<file path="src/rtl/shifter_pkg.sv">
// rtl/shifter_pkg.sv - shift-type codes, FSM states and shift-count caps for the shifter operand stage
package shifter_pkg;

    localparam logic [1:0] SH_LSL = 2'b00;
    localparam logic [1:0] SH_LSR = 2'b01;
    localparam logic [1:0] SH_ASR = 2'b10;
    localparam logic [1:0] SH_ROR = 2'b11;

    typedef enum logic [1:0] {
        S_IDLE,
        S_SHIFT,
        S_DONE
    } state_e;

    // Beyond these counts further single-bit steps cannot change value or carry.
    localparam logic [5:0] LSX_CAP = 6'd33;
    localparam logic [5:0] ASR_CAP = 6'd32;

endpackage

</file>
<file path="src/rtl/shifter_operand_seq_if.sv">
// rtl/shifter_operand_seq_if.sv - request/response bundle between issuer and shifter operand stage
interface shifter_operand_seq_if #(
    parameter int WIDTH = 32,
    parameter int AMT_W = 8
);
    logic             start;
    logic [WIDTH-1:0] op_in;
    logic [1:0]       shift_type;
    logic [AMT_W-1:0] amount;
    logic             imm_mode;
    logic             carry_in;
    logic             busy;
    logic             done;
    logic [WIDTH-1:0] result;
    logic             carry_out;

    modport master (
        output start, op_in, shift_type, amount, imm_mode, carry_in,
        input  busy, done, result, carry_out
    );

    modport slave (
        input  start, op_in, shift_type, amount, imm_mode, carry_in,
        output busy, done, result, carry_out
    );
endinterface

</file>
<file path="src/rtl/shift_step.sv">
// rtl/shift_step.sv - one-bit step of LSL/LSR/ASR/ROR/RRX with carry-out
module shift_step
    import shifter_pkg::*;
#(
    parameter int WIDTH = 32
) (
    input  logic [WIDTH-1:0] val,
    input  logic             carry,
    input  logic [1:0]       typ,
    input  logic             rrx,
    output logic [WIDTH-1:0] nval,
    output logic             ncarry
);

    always_comb begin
        nval   = val;
        ncarry = carry;
        if (rrx) begin
            nval   = {carry, val[WIDTH-1:1]};
            ncarry = val[0];
        end else begin
            case (typ)
                SH_LSL: begin
                    nval   = {val[WIDTH-2:0], 1'b0};
                    ncarry = val[WIDTH-1];
                end
                SH_LSR: begin
                    nval   = {1'b0, val[WIDTH-1:1]};
                    ncarry = val[0];
                end
                SH_ASR: begin
                    nval   = {val[WIDTH-1], val[WIDTH-1:1]};
                    ncarry = val[0];
                end
                default: begin
                    nval   = {val[0], val[WIDTH-1:1]};
                    ncarry = val[0];
                end
            endcase
        end
    end

endmodule

</file>
<file path="src/rtl/shifter_operand_seq.sv">
// rtl/shifter_operand_seq.sv - iterative ARM shifter operand: one bit per cycle, start/done handshake
module shifter_operand_seq
    import shifter_pkg::*;
#(
    parameter int WIDTH = 32,
    parameter int AMT_W = 8
) (
    input  logic                  CLK,
    input  logic                  CLR,
    shifter_operand_seq_if.slave  bus
);

    state_e           state;
    logic [WIDTH-1:0] work;
    logic             wcarry;
    logic [5:0]       cnt;
    logic [1:0]       typ_q;
    logic             rrx_q;
    logic [WIDTH-1:0] result_q;
    logic             carry_q;
    logic             busy_q;
    logic             done_q;

    logic [5:0]       n_calc;
    logic             rrx_calc;
    logic             c0_calc;
    logic [4:0]       a5;
    logic [WIDTH-1:0] step_val;
    logic             step_c;

    assign a5 = bus.amount[4:0];

    // Zero-step cases resolve entirely through the initial working carry.
    always_comb begin
        n_calc   = '0;
        rrx_calc = 1'b0;
        c0_calc  = bus.carry_in;
        if (bus.imm_mode) begin
            case (bus.shift_type)
                SH_LSL: n_calc = {1'b0, a5};
                SH_LSR,
                SH_ASR: n_calc = (a5 == 5'd0) ? ASR_CAP : {1'b0, a5};
                default: begin
                    if (a5 == 5'd0) begin
                        n_calc   = 6'd1;
                        rrx_calc = 1'b1;
                    end else begin
                        n_calc = {1'b0, a5};
                    end
                end
            endcase
        end else if (bus.amount != '0) begin
            case (bus.shift_type)
                SH_LSL,
                SH_LSR: n_calc = (bus.amount >= AMT_W'(LSX_CAP)) ? LSX_CAP : bus.amount[5:0];
                SH_ASR: n_calc = (bus.amount >= AMT_W'(ASR_CAP)) ? ASR_CAP : bus.amount[5:0];
                default: begin
                    n_calc = {1'b0, a5};
                    if (a5 == 5'd0) c0_calc = bus.op_in[WIDTH-1];
                end
            endcase
        end
    end

    shift_step #(.WIDTH(WIDTH)) u_step (
        .val    (work),
        .carry  (wcarry),
        .typ    (typ_q),
        .rrx    (rrx_q),
        .nval   (step_val),
        .ncarry (step_c)
    );

    // Result is written on entry to DONE so it is valid in the same cycle as done.
    always_ff @(posedge CLK or negedge CLR) begin
        if (!CLR) begin
            state    <= S_IDLE;
            work     <= '0;
            wcarry   <= 1'b0;
            cnt      <= '0;
            typ_q    <= SH_LSL;
            rrx_q    <= 1'b0;
            result_q <= '0;
            carry_q  <= 1'b0;
            busy_q   <= 1'b0;
            done_q   <= 1'b0;
        end else begin
            case (state)
                S_IDLE: begin
                    done_q <= 1'b0;
                    if (bus.start) begin
                        work   <= bus.op_in;
                        wcarry <= c0_calc;
                        typ_q  <= bus.shift_type;
                        rrx_q  <= rrx_calc;
                        cnt    <= n_calc;
                        if (n_calc != 6'd0) begin
                            busy_q <= 1'b1;
                            state  <= S_SHIFT;
                        end else begin
                            result_q <= bus.op_in;
                            carry_q  <= c0_calc;
                            done_q   <= 1'b1;
                            state    <= S_DONE;
                        end
                    end
                end
                S_SHIFT: begin
                    work   <= step_val;
                    wcarry <= step_c;
                    cnt    <= cnt - 6'd1;
                    if (cnt == 6'd1) begin
                        result_q <= step_val;
                        carry_q  <= step_c;
                        busy_q   <= 1'b0;
                        done_q   <= 1'b1;
                        state    <= S_DONE;
                    end
                end
                S_DONE: begin
                    done_q <= 1'b0;
                    state  <= S_IDLE;
                end
                default: state <= S_IDLE;
            endcase
        end
    end

    assign bus.result    = result_q;
    assign bus.carry_out = carry_q;
    assign bus.busy      = busy_q;
    assign bus.done      = done_q;

endmodule
</file>
<file path="src/flat_wrapper.sv">
// flat-port wrapper written by rule: the top's interface ports become plain ports
module shifter_operand_seq_flat import shifter_pkg::*;
#(
    parameter int WIDTH = 32,
    parameter int AMT_W = 8
)
  (CLK, CLR, bus_start, bus_op_in, bus_shift_type, bus_amount, bus_imm_mode, bus_carry_in, bus_busy, bus_done, bus_result, bus_carry_out);
  shifter_operand_seq_if #(.WIDTH(WIDTH), .AMT_W(AMT_W)) bus_i ();
  input  logic CLK;
  input  logic CLR;
  input wire logic [$bits(bus_i.start)-1:0] bus_start;
  input wire logic [$bits(bus_i.op_in)-1:0] bus_op_in;
  input wire logic [$bits(bus_i.shift_type)-1:0] bus_shift_type;
  input wire logic [$bits(bus_i.amount)-1:0] bus_amount;
  input wire logic [$bits(bus_i.imm_mode)-1:0] bus_imm_mode;
  input wire logic [$bits(bus_i.carry_in)-1:0] bus_carry_in;
  output wire logic [$bits(bus_i.busy)-1:0] bus_busy;
  output wire logic [$bits(bus_i.done)-1:0] bus_done;
  output wire logic [$bits(bus_i.result)-1:0] bus_result;
  output wire logic [$bits(bus_i.carry_out)-1:0] bus_carry_out;
  assign bus_i.start = bus_start;
  assign bus_i.op_in = bus_op_in;
  assign bus_i.shift_type = bus_shift_type;
  assign bus_i.amount = bus_amount;
  assign bus_i.imm_mode = bus_imm_mode;
  assign bus_i.carry_in = bus_carry_in;
  assign bus_busy = bus_i.busy;
  assign bus_done = bus_i.done;
  assign bus_result = bus_i.result;
  assign bus_carry_out = bus_i.carry_out;
  shifter_operand_seq #(.WIDTH(WIDTH), .AMT_W(AMT_W)) u_core (.CLK(CLK), .CLR(CLR), .bus(bus_i));
endmodule
</file>
<file path="config.mk">
export PLATFORM = sky130hd
export DESIGN_NAME = shifter_operand_seq_flat
export DESIGN_NICKNAME = d
export VERILOG_FILES = /design/src/rtl/shifter_pkg.sv /design/src/rtl/shifter_operand_seq_if.sv /design/src/rtl/shift_step.sv /design/src/rtl/shifter_operand_seq.sv /design/src/flat_wrapper.sv
export SDC_FILE = /design/constraint.sdc
export NUM_CORES = 1
export LEC_CHECK = 0
export CAP_MARGIN = 20
export CELL_PAD_IN_SITES_DETAIL_PLACEMENT = 0
export CELL_PAD_IN_SITES_GLOBAL_PLACEMENT = 1
export CORE_MARGIN = 8
export CORE_UTILIZATION = 40
export CTS_CLUSTER_DIAMETER = 100
export DETAILED_ROUTE_END_ITERATION = 12
export GPL_ROUTABILITY_DRIVEN = 0
export GPL_TIMING_DRIVEN = 0
export PLACE_DENSITY_LB_ADDON = 0.1
export SLEW_MARGIN = 20
export SYNTH_ARGS = -nofsm -noshare
export SYNTH_HDL_FRONTEND = slang
export SYNTH_SLANG_ARGS = --single-unit
</file>
<file path="constraint.sdc">
create_clock -name CLK -period 3.2 [get_ports CLK]
set_clock_uncertainty 0.15 [all_clocks]
set_input_delay 0.64 -clock CLK [delete_from_list [all_inputs] [get_ports CLK]]
set_output_delay 0.64 -clock CLK [all_outputs]
set_load 0.01 [all_outputs]
</file>
==> impl_metrics.json <==
{
  "status": "finished clean",
  "avgSynthCellArea_um2": 9.409,
  "ys_types": 41,
  "netlist_instances": 446,
  "cap_violations": 0,
  "final_common_cell": "clkdlybuf4s50_1",
  "crit_end": "u_core.bus.result[26]",
  "wirelength_um": 10600,
  "io_buffers": 81,
  "antenna_found_initial": 0,
  "max-clock-path-buffers": 2,
  "power_density_nw_per_um2": 935.7,
  "finalMaxSlewViolations": 0,
  "r2r-end": "u_core.work[28]",
  "timing.critical_path.from": "bus_shift_type[0]",
  "area_delta_synth_final_pct": 28.68,
  "leakage_nw": 2.537,
  "ys_seq_area_share_pct": 47.11,
  "synth_top_area_share_pct": 47.11,
  "cts_hold_buffers": 0,
  "synth_ff_type": "dfrtp_1",
  "grt_overflow_total": 0,
  "die_h_um": 118.4,
  "fin_ws_ps": 185.1,
  "switching_share_pct": 40.10,
  "setup_viol": 0,
  "worst-setup-path-type": "in -> reg",
  "drc": 0,
  "cp_slowest_cell": "or4b_1",
  "fmax_mhz": 331.7,
  "peakVddDrop_uv": 392.9,
  "regArea_um2": 1977,
  "clk_pin_slew_ps": 90,
  "power.switching_w": 0.002026,
  "first_pass_iters": 4,
  "finalCriticalPeriod_ps": 3015,
  "critPathArrivalTime_ps": 3140,
  "hpwlAfterDp_um": 7908,
  "final-hold-violation-count": 0,
  "cp_top_family": "buffers and inverters",
  "io-pin-count": 82,
  "antenna_cells": 0,
  "critPathMaxStageDelay_ps": 490,
  "worst-path-max-fanout": 10,
  "rsz0062_at_grt": "no",
  "fin_nets": 596,
  "critical_path_buf_inv_count": 3,
  "grt_pass1_wl_um": 17690,
  "yosysWarningCount": 0,
  "grt_pass1_vias": 3579,
  "worstPathCellList": "clkdlybuf4s50_1 -> inv_1 -> ha_1 -> or4b_1 -> a311o_1 -> o211ai_2 -> o21ai_2 -> nand2_2 -> buf_6 -> mux2i_1",
  "cp_num_cells": 10,
  "rows": 37,
  "p_int_w": 0.003027,
  "clock_power_share_pct": 14.8,
  "r2r_start": "u_core.state[0]",
  "synth_edf_count": 0,
  "critPathLaunchType": "input port",
  "htree_levels": 3,
  "fin_total_pwr_w": 0.005053,
  "clockRootBuffer": "clkbuf_8",
  "grtUsageTotal_pct": 15.31,
  "antenna_left": 0,
  "synth_area_um2": 4197,
  "final_cell_mix": "80 x clkdlybuf4s50_1, 79 x dfrtp_1, 63 x mux2i_1",
  "core_um2": 10280,
  "synth_seq_cells": 79,
  "n_fill_cell": 996,
  "vias_per_cell": 5.116,
  "p_seq_share_pct": 35.8,
  "worstMarginPinSlew_ps": 695.4,
  "grt_max_degree": 42,
  "synthTopCellsByArea": "dfrtp_1 47%, mux2i_1 15%, a21oi_1 5.1%",
  "reg2reg_slack_ps": 460,
  "initial_core_util_pct": 40.83,
  "die_x_um": 118.4,
  "hold_path.class": "in -> async",
  "drive_above_1_share_pct": 6.985,
  "yosys.area.top_type": "dfrtp_1",
  "cts_sinks": 79,
  "avgRoutedWirePerCell_um": 15.59,
  "max_slew_margin_pct": 53.29,
  "vias": 3479,
  "dieArea_um2": 14020,
  "multiInputGateArea_um2": 1976,
  "numCtsBuffers": 9,
  "fin_crit_sh_pct": 94.21,
  "worst_ep_required_time_ps": 3320,
  "worstSkewPairLatency_ps": 360,
  "synth_nets": 503,
  "p_comb_share_pct": 49.3,
  "pre_cts_ws_ps": -454.7,
  "setup.worst_path.end_class": "flip-flop",
  "tritoncts": "yes",
  "r2r_cells": 9,
  "first_iter_violations": 130,
  "ys_async_sr_fraction_pct": 100.0
}
cell type report:
class                      count  area share [%]
buffer                        22           2.016
timing repair buffer          82           15.34
sequential                    79           36.61
inverter                      40           2.780
clock inverter                 5           1.089
tap                          136           3.151
clock buffer                  11           2.433
multi-input combinational    305           36.58
registers in the layout, summed over array words and instances (netlist names):
name / flops
u_core.bus.result: 32
u_core.bus.done: 1
u_core.state: 2
u_core.wcarry: 1
u_core.bus.carry_out: 1
u_core.bus.busy: 1
u_core.work: 32
u_core.cnt: 6
u_core.rrx_q: 1
u_core.typ_q: 2
synthesized netlist by cell type, types with 2 or more instances:
library cell and number:
dfrtp_1 79, mux2i_1 63, nand2_1 51, a21oi_1 43
nor2_1 43, o21ai_0 42, inv_1 40, clkbuf_1 15
ha_1 10, nor3_1 7, mux2_2 5, a22oi_1 4
a31oi_1 3, buf_2 3, buf_6 3, o211ai_1 3
or3_1 3, a211o_2 2, and2_1 2, nand2b_1 2
nand3_1 2, o31a_1 2
power by group through the flow:
stage,logic [W],clock network [W],registers [W]
floorplan,0.00151,0,0.00186
global placement,0.00249,0,0.00182
detailed placement,0.00253,0,0.00183
CTS,0.00254,0.000760,0.00181
global route,0.00278,0.000808,0.00189
finish,0.00249,0.000748,0.00181
per-layer routing:
layer  GRT usage [%]  share of wire, %  up-vias
li1                -                 -     1708
met3           3.237               3.9       13
met1           19.37                48     1689
met4           4.822               1.2        0
met2           25.68                47       69
met5               0                 0        -
cells by family (layout without fill, tap and decap cells):
| kind of cell | count (synthesis) | count (layout) | synth area share [%] |
|---|---|---|---|
| and+or+nand+nor | 118 | 118 | 12.22 |
| DFF | 79 | 79 | 47.11 |
| AOI/OAI and AO/OA | 109 | 109 | 15.15 |
| adders and majority gates | 10 | 10 | 2.982 |
| muxes | 68 | 68 | 16.37 |
| buffers and inverters | 62 | 160 | 6.171 |
repair_timing:
item                                   in CTS  in global routing
buffers inserted                            0                  0
resized for setup                           1                  1
cloned                                      0                  0
endpoints found under the hold margin       0                  0
setup endpoints to repair                  31                 11
pin swaps                                   0                  0
worst min-delay path by stage:
stage	start	to	slack, ps	cells after the start
final	CLR	u_core.bus.result[9]	110	1
after global routing	CLR	u_core.bus.result[8]	150	1
after CTS	CLR	u_core.bus.result[9]	130	1
after detailed placement	u_core.wcarry	u_core.wcarry	340	2
after global placement	u_core.wcarry	u_core.wcarry	330	2
after floorplan	CLR	u_core.bus.busy	190	0
stage by stage:
step	utilization [%]	instance area (µm²)	setup TNS [ps]	hold slack [ps]	instances
after CTS	52.46	5391	0	129.7	680
after global routing	52.54	5400	0	145.9	680
final	52.54	5400	0	112.4	680
after floorplan	-	4197	0	194.4	446
after global placement	50.38	5177	-145480	329.6	663
after detailed placement	50.55	5195	-14460	340.2	664
No activity file was read; power rests on OpenSTA's default activity.
